## config.mk

```make
export PLATFORM = sky130hd
export DESIGN_NAME = instr_fetch_unit
export DESIGN_NICKNAME = d
export VERILOG_FILES = /design/src/rtl/rv_pkg.sv /design/src/rtl/fetch_queue.sv /design/src/rtl/instr_fetch_unit.sv
export SDC_FILE = /design/constraint.sdc
export NUM_CORES = 1
export LEC_CHECK = 0
export CAP_MARGIN = 40
export CORE_AREA = 4 4 240 265
export DETAILED_ROUTE_END_ITERATION = 16
export DIE_AREA = 0 0 244 269
export PLACE_DENSITY_LB_ADDON = 0.08
export SYNTH_ARGS = -nofsm -noshare
export SYNTH_HDL_FRONTEND = slang
export SYNTH_SLANG_ARGS = --single-unit
export TNS_END_PERCENT = 1
```

## constraint.sdc

```tcl
create_clock -name clk -period 4.5 [get_ports clk]
set_clock_uncertainty 0.15 [all_clocks]
set_input_delay 0.675 -clock clk [delete_from_list [all_inputs] [get_ports clk]]
set_output_delay 0.675 -clock clk [all_outputs]
set_load 0.01 [all_outputs]
```

## src/rtl/rv_pkg.sv

```systemverilog
// Shared constants for the RISC-V fetch datapath.
package rv_pkg;

  localparam int unsigned XLEN_DEFAULT     = 64;
  localparam int unsigned ILEN             = 32;
  localparam int unsigned INSTR_BYTES      = 4;
  localparam logic [63:0] RESET_PC_DEFAULT = 64'h0;
  localparam logic [31:0] NOP_INSTR        = 32'h0000_0013;

endpackage

```

## src/rtl/fetch_queue.sv

```systemverilog
// Synchronous FIFO of {pc, instr} pairs with push/pop/flush and a head
// output that reads as zero whenever the queue is empty.
module fetch_queue #(
  parameter int unsigned PC_W    = 64,
  parameter int unsigned INSTR_W = 32,
  parameter int unsigned DEPTH   = 4
) (
  input  logic               clk,
  input  logic               reset,
  input  logic               push,
  input  logic               pop,
  input  logic               flush,
  input  logic [PC_W-1:0]    push_pc,
  input  logic [INSTR_W-1:0] push_instr,
  output logic               full,
  output logic               head_valid,
  output logic [PC_W-1:0]    head_pc,
  output logic [INSTR_W-1:0] head_instr
);

  localparam int unsigned PW = $clog2(DEPTH);
  localparam int unsigned CW = PW + 1;
  localparam int unsigned EW = PC_W + INSTR_W;

  logic [EW-1:0] mem_q [DEPTH];
  logic [EW-1:0] mem_d [DEPTH];
  logic [PW-1:0] wr_ptr_q, wr_ptr_d;
  logic [PW-1:0] rd_ptr_q, rd_ptr_d;
  logic [CW-1:0] count_q, count_d;
  logic          do_push, do_pop;

  assign do_push    = push && !flush;
  assign do_pop     = pop && !flush && head_valid;
  assign full       = (count_q == CW'(DEPTH));
  assign head_valid = (count_q != '0);
  assign head_pc    = head_valid ? mem_q[rd_ptr_q][EW-1:INSTR_W] : '0;
  assign head_instr = head_valid ? mem_q[rd_ptr_q][INSTR_W-1:0]  : '0;

  always_comb begin
    mem_d    = mem_q;
    wr_ptr_d = wr_ptr_q;
    rd_ptr_d = rd_ptr_q;
    count_d  = count_q;
    if (flush) begin
      // Discard everything by snapping the read side onto the write side.
      rd_ptr_d = wr_ptr_q;
      count_d  = '0;
    end else begin
      if (do_push) begin
        mem_d[wr_ptr_q] = {push_pc, push_instr};
        wr_ptr_d        = wr_ptr_q + PW'(1);
      end
      if (do_pop) begin
        rd_ptr_d = rd_ptr_q + PW'(1);
      end
      if (do_push && !do_pop) begin
        count_d = count_q + CW'(1);
      end else if (do_pop && !do_push) begin
        count_d = count_q - CW'(1);
      end
    end
  end

  always_ff @(posedge clk) begin
    if (!reset) begin
      wr_ptr_q <= '0;
      rd_ptr_q <= '0;
      count_q  <= '0;
    end else begin
      wr_ptr_q <= wr_ptr_d;
      rd_ptr_q <= rd_ptr_d;
      count_q  <= count_d;
    end
  end

  // Storage needs no reset: it is only observable through a non-zero count.
  always_ff @(posedge clk) begin
    mem_q <= mem_d;
  end

endmodule

```

## src/rtl/instr_fetch_unit.sv

```systemverilog
// Decoupled fetch front end: PC generator, fetch queue toward decode,
// redirect flush and a saturating fetched-instruction counter.
module instr_fetch_unit
  import rv_pkg::*;
#(
  parameter int unsigned     XLEN     = XLEN_DEFAULT,
  parameter int unsigned     DEPTH    = 4,
  parameter logic [XLEN-1:0] RESET_PC = XLEN'(RESET_PC_DEFAULT)
) (
  input  logic            clk,
  input  logic            reset,
  output logic [XLEN-1:0] imem_addr,
  input  logic [ILEN-1:0] imem_rdata,
  input  logic            redirect_valid,
  input  logic [XLEN-1:0] redirect_pc,
  output logic            out_valid,
  input  logic            out_ready,
  output logic [XLEN-1:0] out_pc,
  output logic [ILEN-1:0] out_instr,
  output logic [31:0]     fetch_count
);

  logic [XLEN-1:0] pc_q, pc_d;
  logic [31:0]     fetch_count_q, fetch_count_d;
  logic            push, pop, full, head_valid;
  logic [XLEN-1:0] head_pc;
  logic [ILEN-1:0] head_instr;

  assign imem_addr   = pc_q;
  assign out_valid   = reset && head_valid && !redirect_valid;
  assign out_pc      = reset ? head_pc    : '0;
  assign out_instr   = reset ? head_instr : '0;
  assign fetch_count = fetch_count_q;
  assign pop         = out_valid && out_ready;
  assign push        = !redirect_valid && (!full || pop);

  fetch_queue #(
    .PC_W    (XLEN),
    .INSTR_W (ILEN),
    .DEPTH   (DEPTH)
  ) u_queue (
    .clk        (clk),
    .reset      (reset),
    .push       (push),
    .pop        (pop),
    .flush      (redirect_valid),
    .push_pc    (pc_q),
    .push_instr (imem_rdata),
    .full       (full),
    .head_valid (head_valid),
    .head_pc    (head_pc),
    .head_instr (head_instr)
  );

  always_comb begin
    pc_d          = pc_q;
    fetch_count_d = fetch_count_q;
    if (redirect_valid) begin
      pc_d = redirect_pc & ~XLEN'(3);
    end else if (push) begin
      pc_d = pc_q + XLEN'(INSTR_BYTES);
      if (fetch_count_q != '1) begin
        fetch_count_d = fetch_count_q + 32'd1;
      end
    end
  end

  always_ff @(posedge clk) begin
    if (!reset) begin
      pc_q          <= RESET_PC;
      fetch_count_q <= '0;
    end else begin
      pc_q          <= pc_d;
      fetch_count_q <= fetch_count_d;
    end
  end

endmodule

```

Yosys cells after proc, flatten, opt, wreduce, memory -nomap -nowiden. Index checks and enable logic that the tools add are counted.

Flip-flop bits (word level): 487. Input bits: 100.

Add/sub/neg operators: 6. Magnitude comparators: 3. Equal/unequal tests: 2. Muxes and demuxes: 16. Bitwise gates (word level): 4. Reduce and logical (&&, ||, !) cells: 22.

Operator list (count): bitwise mux 384 bit (1); 2-to-1 mux 96 bit (3); 2-to-1 mux 64 bit (4); binary-select mux 96 bit (select 2 bit) (1); demux 96 bit (select 2 bit) (1); adder 64 x 3 -> 64 bit (second input constant) (1); 2-to-1 mux 32 bit (2); adder 32 x 1 -> 32 bit (second input constant) (1); != test 32 bit (second input constant) (1); logical AND 1 bit (10); >= comparator 3 bit (second input constant) (2); 2-to-1 mux 3 bit (2); NOT 2 -> 3 bit (2); nonzero test 2 bit (3); adder 2 x 1 -> 2 bit (second input constant) (2); zero test 1 bit (4); 2-to-1 mux 2 bit (2); adder 3 x 1 -> 3 bit (second input constant) (1); equality test 3 bit (second input constant) (1); less-than comparator 3 x 1 -> 1 bit (second input constant) (1); AND reduction 3 bit (1); nonzero test 3 bit (1); subtractor 3 x 1 -> 3 bit (second input constant) (1); NOT 1 bit (2); other kinds (3) (3).

Logic depth before layout (Yosys ltp). Gate-level depths: netlist of run 1.

Depth in word-level cells: 11. Mapped depth: 10. Gate-level depth less buffers: 9.

Modules after synthesis. From an unflattened synthesis of run 1, not the netlist that was laid out.

Cell total of the unflattened synthesis: 1433. Area, all modules: 20918.8 sq um.

Modules (own cells, without submodules): fetch_queue (instances 1, cells each 656, area each 14906.8 sq um, seq. area each 11671.2 sq um); instr_fetch_unit (instances 1, cells each 777, area each 6012.0 sq um, seq. area each 1881.8 sq um).

Worst setup path after synthesis of run 1. Ideal clock, no wire load.

Kind: input port to flip-flop. From: input redirect_valid. To: register u_queue.mem_q[0] (netlist name) (enable). Library setup time: 0.463 ns. Arrival time: 3.576 ns. Path slack: 0.311 ns. Cell stages on the path: 4. Path buffers: 2. Cells stage by stage: buf_6 a21oi_2 clkbuf_1 and2_1.

Cells in the longest elaborated chain, start to end: 7. Elaborated cells between the ends (all ways): 8. Those cells by class: bitwise (1); reduce/logical (7).

Ends and longest elaborated chain: from (decl) (RTL line instr_fetch_unit.sv:14) `input logic redirect_valid,`; zero test 1 bit (RTL line fetch_queue.sv:32, instr_fetch_unit.sv:30, instr_fetch_unit.sv:35); logical AND 1 bit (RTL line instr_fetch_unit.sv:30) `assign out_valid = reset && head_valid && !redirect_valid;`; logical AND 1 bit (RTL line instr_fetch_unit.sv:34) `assign pop = out_valid && out_ready;`; logical OR 1 bit (RTL line instr_fetch_unit.sv:35) `assign push = !redirect_valid && (!full || pop);`; logical AND 1 bit (RTL line instr_fetch_unit.sv:35); logical AND 1 bit (RTL line fetch_queue.sv:32) `assign do_push = push && !flush;`; AND reduction 2 bit (no source line) *; to (signal assigned) (RTL line fetch_queue.sv:78) `mem_q <= mem_d;`; to (decl) (RTL line fetch_queue.sv:25) `logic [EW-1:0] mem_q [DEPTH];`.

Every way passes the cells marked *; elsewhere a longest branch is shown, timed or not. A chain may end at the register's enable or synchronous reset.

Worst setup path in the final report of run 1.
From: register u_queue.rd_ptr_q[1]. To: output out_pc[2].

Cells in the longest elaborated chain, start to end: 6.

Ends and longest elaborated chain: from (decl) (RTL line fetch_queue.sv:28) `logic [PW-1:0] rd_ptr_q, rd_ptr_d;`; from (signal assigned) (RTL line fetch_queue.sv:71) `rd_ptr_q <= rd_ptr_d;`; NOT 2 -> 3 bit (not written as such) (RTL line fetch_queue.sv:36) `assign head_pc = head_valid ? mem_q[rd_ptr_q][EW-1:INSTR_W] : '0;`; binary-select mux 96 bit (select 2 bit) (RTL line fetch_queue.sv:36); 2-to-1 mux 96 bit (not written as such) (2 in a row) (RTL line fetch_queue.sv:36); 2-to-1 mux 64 bit (RTL line fetch_queue.sv:36); 2-to-1 mux 64 bit (RTL line instr_fetch_unit.sv:31) `assign out_pc = reset ? head_pc : '0;`; to (decl) (RTL line instr_fetch_unit.sv:18) `output logic [XLEN-1:0] out_pc,`.

No other way between the ends. The select of a mux whose other input is x is not followed.

==> results of run 1 <==
## registers in the layout, summed over array words and instances, names as in the netlist
name	cells
u_queue.mem_q	376
imem_addr	62
fetch_count	32
u_queue.count_q	3
u_queue.rd_ptr_q	2
u_queue.wr_ptr_q	2
## worst max path at each step
stage | start | endpoint | depth (start not counted)
final | u_queue.rd_ptr_q[1] | out_pc[2] | 4
after global routing | u_queue.rd_ptr_q[1] | out_pc[2] | 4
after CTS | u_queue.rd_ptr_q[1] | out_pc[4] | 4
after detailed placement | out_ready | u_queue.mem_q[46] | 5
after global placement | out_ready | u_queue.mem_q[47] | 5
after floorplan | redirect_valid | u_queue.mem_q[0] | 4
## logic make-up (layout without fill, tap and decap cells)
group / count (synthesis) / count (layout) / share of synthesized area [%]
AND/OR/NAND/NOR: 396 / 396 / 11.81
other: 1 / 5 / 0.01879
adder cells (fa/ha/maj): 8 / 8 / 0.5393
AO/OA/AOI/OAI: 195 / 195 / 6.171
XOR/XNOR: 36 / 36 / 1.580
flip-flops: 477 / 477 / 66.72
multiplexers: 103 / 103 / 11.06
buffers and inverters: 94 / 441 / 2.101
## where the power goes
group          switching, µW  leakage [µW]  internal (µW)  total (µW)
combinational            500       0.00286            542        1040
clock                   1760      0.000863           2660        4420
sequential               157       0.00434           5010        5170
## cell type report
type	instances	area [µm²]	share of cell area (%)
Inverter	13	50.05	0.1942
Timing Repair Buffer	327	3308	12.84
Antenna cell	1	2.502	0.009710
Tap cell	824	1031	4.001
Clock buffer	78	1545	5.996
Multi-Input combinational cell	742	6267	24.32
Sequential cell	477	13320	51.69
Clock inverter	23	246.5	0.9564
## worst max-delay path: stages, from the launching register on
cell	delay, ps
dfxtp_4	690
buf_4	550
mux4_2	370
nor2b_1	140
clkdlybuf4s50_1	540
## stage by stage
step | area [µm²] | total power, µW
final | 25770 | 10630
after global placement | 23960 | 6318
after CTS | 25770 | 10820
after detailed placement | 23980 | 6336
after floorplan | 19960 | 5767
after global routing | 25770 | 11060
## cells in the final DEF (no fill, tap or decap), types with 10 or more instances in the layout
cell type / netlist / routed
edfxtp_1: 376 / 376
clkdlybuf4s50_1: 0 / 284
dfxtp_1: 101 / 99
nor2b_1: 96 / 96
mux4_2: 94 / 94
o21ai_0: 60 / 60
clkbuf_16: 0 / 57
a21oi_1: 52 / 52
nand2_1: 49 / 49
nand3_1: 38 / 38
nor2_1: 31 / 31
xnor2_1: 28 / 28
buf_4: 6 / 28
nand4_1: 23 / 23
or3_1: 23 / 23
nor3_1: 22 / 22
or4_1: 21 / 21
and4_1: 18 / 18
o31ai_1: 17 / 17
clkbuf_1: 53 / 17
nor4_1: 17 / 16
a31oi_1: 15 / 15
and3_1: 12 / 12
buf_12: 0 / 12
inv_1: 12 / 11
and2_1: 14 / 10
## layer usage
| metal | global-route usage [%] | wire length [µm] | up-vias |
|---|---|---|---|
| met5 | 0 | 57 | - |
| met4 | 3.226 | 858 | 8 |
| met3 | 4.157 | 3145 | 70 |
| met2 | 29.50 | 28300 | 276 |
| met1 | 21.92 | 24650 | 6493 |
| li1 | - | - | 5802 |
==> results.py, run 1 <==
metrics = {
    "placement": {
        "hpwlAfterDp_mm": 37.08,
        "place.gp.congestion": 0.7303,
        "place.port_buffers": 286,
        "dpl.cell_count": 2383,
        "dp_slack_ps": 827.1,
    },
    "timing": {
        "fin_crit_sh_pct": 83.15,
        "slew_headroom_pct": 34.61,
        "fmaxAchievable_mhz": 267.2,
        "worstMarginPinSlew_ps": 968.6,
        "hold_viol": 0,
        "fin_crit_ps": 3742,
        "final-setup-viol-count": 0,
        "hold_ws_ps": 261.8,
        "report.final.slew_viol_count": 0,
        "timing.final.ws_setup_ps": 758.1,
        "rsz0062_at_grt": "no",
        "setup_tns_ps": 0,
    },
    "min_path": {
        "hp-start": "redirect_valid",
        "min_path_type": "in -> reg",
        "hold_depth": 3,
        "holdPathEnd": "imem_addr[7]",
    },
    "synth": {
        "yosys_register_bits": 477,
        "yosys.area.top_type": "edfxtp_1",
        "synth_common_cells": "edfxtp_1 (376), dfxtp_1 (101), nor2b_1 (96)",
        "synth_edf_count": 376,
        "yosysMostFrequentCell": "edfxtp_1",
        "synth.distinct_cells": 64,
        "synthCells": 1310,
        "synth-async-reset-ratio_pct": 0,
        "ys_seq_area_share_pct": 66.72,
        "syn_area_per_cell_um2": 15.23,
        "yosysWarnings": 0,
        "yosysTopAreaCellShare_pct": 56.59,
        "synthTopCellsByArea": "edfxtp_1 (57%), mux4_2 (11%), dfxtp_1 (10%), nor2b_1 (3.0%), o21ai_0 (1.5%)",
        "synth_ff_type": "edfxtp_1",
        "netlist_area_um2": 19950,
    },
    "power_and_ir_drop": {
        "power.leakage_uw": 0.008068,
        "vdd_drop_max_mv": 0.2350,
        "power_density_nw_per_um2": 412.5,
    },
    "drt": {
        "vias_per_cell": 5.090,
        "totalWireLength_mm": 57.02,
        "postRouteAntennaNets": 0,
        "drtIter0Drc": 556,
        "num_vias": 12650,
        "drt-pass1-iter-count": 4,
        "wl_per_cell_um": 22.94,
        "drc_errors": 0,
    },
    "global_routing": {
        "grt_usage_pct": 16.97,
        "overflow": 0,
        "grt_pass1_wl_mm": 84.38,
        "antenna_found_initial": 6,
        "grt_max_degree": 63,
        "grt_pass1_vias": 12940,
    },
    "clock_network": {
        "cts_buffers": 54,
        "ctsResizeCount": 0,
        "clock_path_buffers": 3,
        "cts.sinks": 477,
        "cts_root_buf": "clkbuf_16",
        "cts_max_level": 2,
        "clkTransAtPathRegs_ps": 60,
        "cts_setup_buffers": 0,
        "clock_latency_ps": 590,
        "cts_tree": "yes",
        "cts_hold_buffers": 0,
    },
    "cells_and_area": {
        "nFillCells": 5697,
        "layout-drive-gt1-share_pct": 14.28,
        "instances_no_fill": 2485,
        "area_delta_synth_final_pct": 29.16,
        "layout.nets": 1723,
        "utilization_pct": 42.35,
    },
    "worst_setup_path": {
        "critPathMaxFanout": 29,
        "end_kind": "output pin",
        "critPathArrivalTime_ps": 2920,
        "r2r_start": "fetch_count[3]",
        "r2r-end": "fetch_count[15]",
        "rrSetupSlack_ps": 1580,
        "reg2reg_depth": 6,
        "cp.required_ps": 3670,
        "path_class": "reg -> out",
        "critPathLaunchType": "flip-flop",
    },
    "status": {
        "run_status": "completed",
    },
    "floorplanning": {
        "die_area_um2": 65640,
        "core_area_um2": 60860,
        "rows": 95,
        "fp.dieW_um": 244,
        "start_util_pct": 32.79,
        "die_h_um": 269,
        "io_pins": 293,
    },
    "flow_run": {
        "max_cap_viol_count": 0,
    },
}
(Power assumes the default switching activity.)
==> run 2, diff against run 1 <==
Clock period 4.5 ns to 3.7 ns, I/O delays scaled along.
==> results.py, run 2 (synthesis results as in run 1) <==
metrics = {
    "status": {
        "run_status": "completed",
    },
    "drt": {
        "wl_per_cell_um": 22.70,
        "totalWireLength_mm": 56.86,
        "drt-pass1-iter-count": 5,
        "postRouteAntennaNets": 0,
        "drc_errors": 0,
        "drtIter0Drc": 672,
        "num_vias": 12700,
        "vias_per_cell": 5.069,
    },
    "cells_and_area": {
        "instances_no_fill": 2505,
        "largest_reg_flops": 376,
        "most-common-layout-cells": "edfxtp_1 (376), clkdlybuf4s50_1 (284), dfxtp_1 (99), nor2b_1 (96), mux4_2 (94)",
        "largest_register": "u_queue.mem_q",
        "area_delta_synth_final_pct": 29.37,
        "final_common_cell": "edfxtp_1",
        "layout-drive-gt1-share_pct": 14.75,
        "layout.nets": 1742,
    },
    "clock_network": {
        "cts_buffers": 52,
        "cts_root_buf": "clkbuf_16",
        "cts_hold_buffers": 0,
        "cts_setup_buffers": 0,
        "cts_max_level": 2,
        "clock_latency_ps": 600,
        "ctsResizeCount": 0,
        "clkTransAtPathRegs_ps": 60,
        "clock_path_buffers": 3,
        "cts_tree": "yes",
        "cts.sinks": 477,
    },
    "timing": {
        "hold_viol": 0,
        "worstMarginPinSlew_ps": 859.8,
        "fin_crit_ps": 3410,
        "setup_tns_ps": 0,
        "timing.final.ws_setup_ps": 290.3,
        "fmaxAchievable_mhz": 293.3,
        "report.final.slew_viol_count": 0,
        "final-setup-viol-count": 0,
        "hold_ws_ps": 160.2,
        "rsz0062_at_grt": "no",
        "slew_headroom_pct": 42.15,
        "fin_crit_sh_pct": 92.15,
    },
    "worst_setup_path": {
        "critPathLaunchType": "flip-flop",
        "critPathMaxFanout": 27,
        "critPathArrivalTime_ps": 2700,
        "path_class": "reg -> out",
        "cp.required_ps": 2990,
        "end_kind": "output pin",
    },
    "floorplanning": {
        "die_area_um2": 65640,
        "core_area_um2": 60860,
        "fp.dieW_um": 244,
        "io_pins": 293,
        "die_h_um": 269,
        "start_util_pct": 32.79,
        "rows": 95,
    },
    "power_and_ir_drop": {
        "power_density_nw_per_um2": 490.2,
        "power.leakage_uw": 0.008109,
        "vdd_drop_max_mv": 0.3056,
    },
    "placement": {
        "place.gp.congestion": 0.7621,
        "place.port_buffers": 286,
        "dp_slack_ps": 375.5,
        "dpl.cell_count": 2403,
        "hpwlAfterDp_mm": 37.74,
    },
    "global_routing": {
        "grt_pass1_wl_mm": 84.06,
        "grt_pass1_vias": 12900,
        "grt_max_degree": 65,
        "overflow": 0,
        "grt_usage_pct": 16.97,
        "antenna_found_initial": 9,
    },
    "flow_run": {
        "max_cap_viol_count": 0,
    },
    "min_path": {
        "min_path_type": "in -> reg",
    },
}
## run 2: changes by cell type in the layout (fill, tap and decap cells not counted), sizes merged
cell	change
clkbuf	-13
buf	+21
inv	+2
clkinvlp	-3
clkinv	+8
diode	+5
## run 2: power by group
| group | switching, µW | total, µW | internal [µW] |
|---|---|---|---|
| logic | 647 | 1320 | 678 |
| clock network | 2140 | 5080 | 2930 |
| registers | 161 | 6250 | 6090 |
## run 2: critical path, cell delays in order, from the launching register on
cell and delay (ps):
dfxtp_4 690, buf_4 360, mux4_2 230, nor2b_1 220, clkdlybuf4s50_1 580
## run 2: stage by stage
step / util (%) / total power, µW / instance area [µm²]
after floorplan: - / 7013 / 19970
after global placement: 39.68 / 7715 / 24150
after detailed placement: 39.68 / 7733 / 24150
after CTS: 42.38 / 12870 / 25790
after global routing: 42.39 / 13180 / 25800
final: 42.42 / 12650 / 25810
## run 2: layout make-up
class / instances / area (µm²)
fillers: 5691 / 35040
flip-flops and latches: 477 / 13320
multi-input cells: 742 / 6267
repair buffers: 348 / 3490
clock buffers: 65 / 1350
well taps: 824 / 1031
clock inverters: 30 / 290.3
inverters: 13 / 50.05
diodes: 6 / 15.01
## run 2: layer usage
metal  GRT usage (%)  share of wire (%)  wire length, µm
met1           21.86                 43            24370
met2           28.93                 49            27900
met3           4.455                6.0             3391
met4           4.095                2.0             1136
met5               0               0.12               68
## run 2: final timing paths
path | startpoint | to | slack [ps] | cells past startpoint
setup reg to reg | fetch_count[3] | fetch_count[0] | 780 | 6
setup / recovery | u_queue.rd_ptr_q[1] | out_pc[61] | 290 | 4
hold reg to reg | fetch_count[21] | fetch_count[21] | 350 | 2
hold / removal | redirect_valid | imem_addr[14] | 160 | 3
==> run 3, diff against run 2 <==
Settings changed: RECOVER_POWER set to 100.
==> results.py, run 3 (synthesis results as in run 1) <==
metrics = {
    "clock_network": {
        "clock_path_buffers": 3,
        "cts_hold_buffers": 0,
        "cts_root_buf": "clkbuf_16",
        "clock_latency_ps": 600,
        "cts_tree": "yes",
        "cts.sinks": 477,
        "clkTransAtPathRegs_ps": 60,
        "cts_buffers": 52,
        "ctsResizeCount": 0,
        "cts_max_level": 2,
        "cts_setup_buffers": 0,
    },
    "cells_and_area": {
        "largest_reg_flops": 376,
        "area_delta_synth_final_pct": 28.22,
        "utilization_pct": 42.04,
        "layout.nets": 1742,
        "final_common_cell": "edfxtp_1",
        "most-common-layout-cells": "edfxtp_1 (376), dlygate4sd3_1 (165), clkdlybuf4s50_1 (119), dfxtp_1 (99), nor2b_1 (96)",
        "nFillCells": 5719,
        "largest_register": "u_queue.mem_q",
        "layout-drive-gt1-share_pct": 13.01,
    },
    "flow_run": {
        "max_cap_viol_count": 1,
    },
    "drt": {
        "drt-pass1-iter-count": 5,
        "vias_per_cell": 5.049,
        "postRouteAntennaNets": 0,
        "num_vias": 12650,
        "drc_errors": 0,
        "wl_per_cell_um": 22.63,
        "drtIter0Drc": 651,
        "totalWireLength_mm": 56.68,
    },
    "power_and_ir_drop": {
        "vdd_drop_max_mv": 0.3063,
        "power.leakage_uw": 0.008341,
        "power_density_nw_per_um2": 491.8,
        "power_uw": 12580,
    },
    "worst_setup_path": {
        "crit_path_cell_trace": "buf_4, mux4_2, nor2b_1, dlygate4sd3_1",
        "critPathMaxFanout": 27,
        "path_class": "reg -> out",
        "cp.required_ps": 2990,
        "critPathLaunchType": "flip-flop",
        "crit_path_top_delay_cell": "dfxtp_4",
        "cp-startpoint": "u_queue.rd_ptr_q[1]",
        "critPathMaxStageDelay_ps": 700,
        "r2r_start": "u_queue.count_q[0]",
        "critPathArrivalTime_ps": 2780,
        "end_kind": "output pin",
    },
    "global_routing": {
        "antenna_found_initial": 9,
        "grt_pass1_wl_mm": 84.06,
        "grt_usage_pct": 16.97,
        "overflow": 0,
        "grt_max_degree": 65,
        "grt_pass1_vias": 12900,
    },
    "floorplanning": {
        "fp.dieW_um": 244,
        "rows": 95,
        "start_util_pct": 32.79,
        "die_area_um2": 65640,
        "die_h_um": 269,
        "io_pins": 293,
        "core_area_um2": 60860,
    },
    "timing": {
        "report.final.slew_viol_count": 0,
        "fin_crit_sh_pct": 94.22,
        "worstMarginPinSlew_ps": 1447,
        "fin_crit_ps": 3486,
        "timing.final.ws_setup_ps": 213.8,
        "final-setup-viol-count": 0,
        "fmaxAchievable_mhz": 286.8,
        "hold_viol": 0,
        "slew_headroom_pct": 3.004,
        "rsz0062_at_grt": "no",
    },
    "min_path": {
        "min_path_type": "in -> reg",
        "hp-start": "redirect_valid",
    },
    "status": {
        "run_status": "complete, but fails checks",
        "violations": "capacitance limit",
    },
    "placement": {
        "place.gp.congestion": 0.7621,
        "dp_slack_ps": 375.5,
        "place.port_buffers": 286,
        "hpwlAfterDp_mm": 37.74,
    },
}
[run 3: cell count changes in the layout (fill, tap and decap cells not counted), sizes merged]
| cell | change |
|---|---|
| clkbuf | +37 |
| clkinv | -1 |
| dlygate4sd3 | +165 |
| buf | -37 |
| clkdlybuf4s50 | -165 |
| clkinvlp | +1 |
[run 3: final timing paths]
kind / endpoint / slack, ps / cells past startpoint
hold reg to reg: fetch_count[21] / 350 / 2
setup reg to reg: u_queue.mem_q[200] / 510 / 5
hold / removal: imem_addr[14] / 240 / 3
setup / recovery: out_pc[45] / 210 / 4
[run 3: power by group]
part           leakage [µW]  switching, µW  internal, µW
registers           0.00434            159          6100
clock network      0.000798           2140          2930
logic               0.00320            639           609
[run 3: layout make-up]
cell class / count / area [µm²] / area share [%]
antenna: 6 / 15.01 / 0.05869
clock buffer: 65 / 1350 / 5.277
clock inverter: 30 / 290.3 / 1.135
inverter: 13 / 50.05 / 0.1956
multi-input combinational: 742 / 6235 / 24.37
sequential: 477 / 13320 / 52.07
tap: 824 / 1031 / 4.030
timing repair buffer: 348 / 3292 / 12.87
[run 3: metrics by stage]
step | cells | setup TNS, ps | instance area, µm² | hold slack [ps]
after global routing | 2499 | 0 | 25570 | 255.2
after floorplan | 1313 | -104110 | 19970 | 324.5
after detailed placement | 2403 | 0 | 24150 | 341.6
after CTS | 2498 | 0 | 25790 | 118.1
after global placement | 2402 | 0 | 24150 | 345.2
final | 2505 | 0 | 25580 | 237.2
[run 3: critical path, delay by kind of cell, from the launching register on]
kind	cells	cell delay [ps]
buf+inv	2	980
flops	1	700
mux	1	330
simple gates	1	140
[run 3: per-layer routing]
layer,vias to the layer above,GRT usage [%],wire length (µm)
met4,8,4.095,1110
met2,280,28.93,27850
met5,-,0,68
met1,6431,21.86,24350
met3,71,4.455,3297
li1,5857,-,-
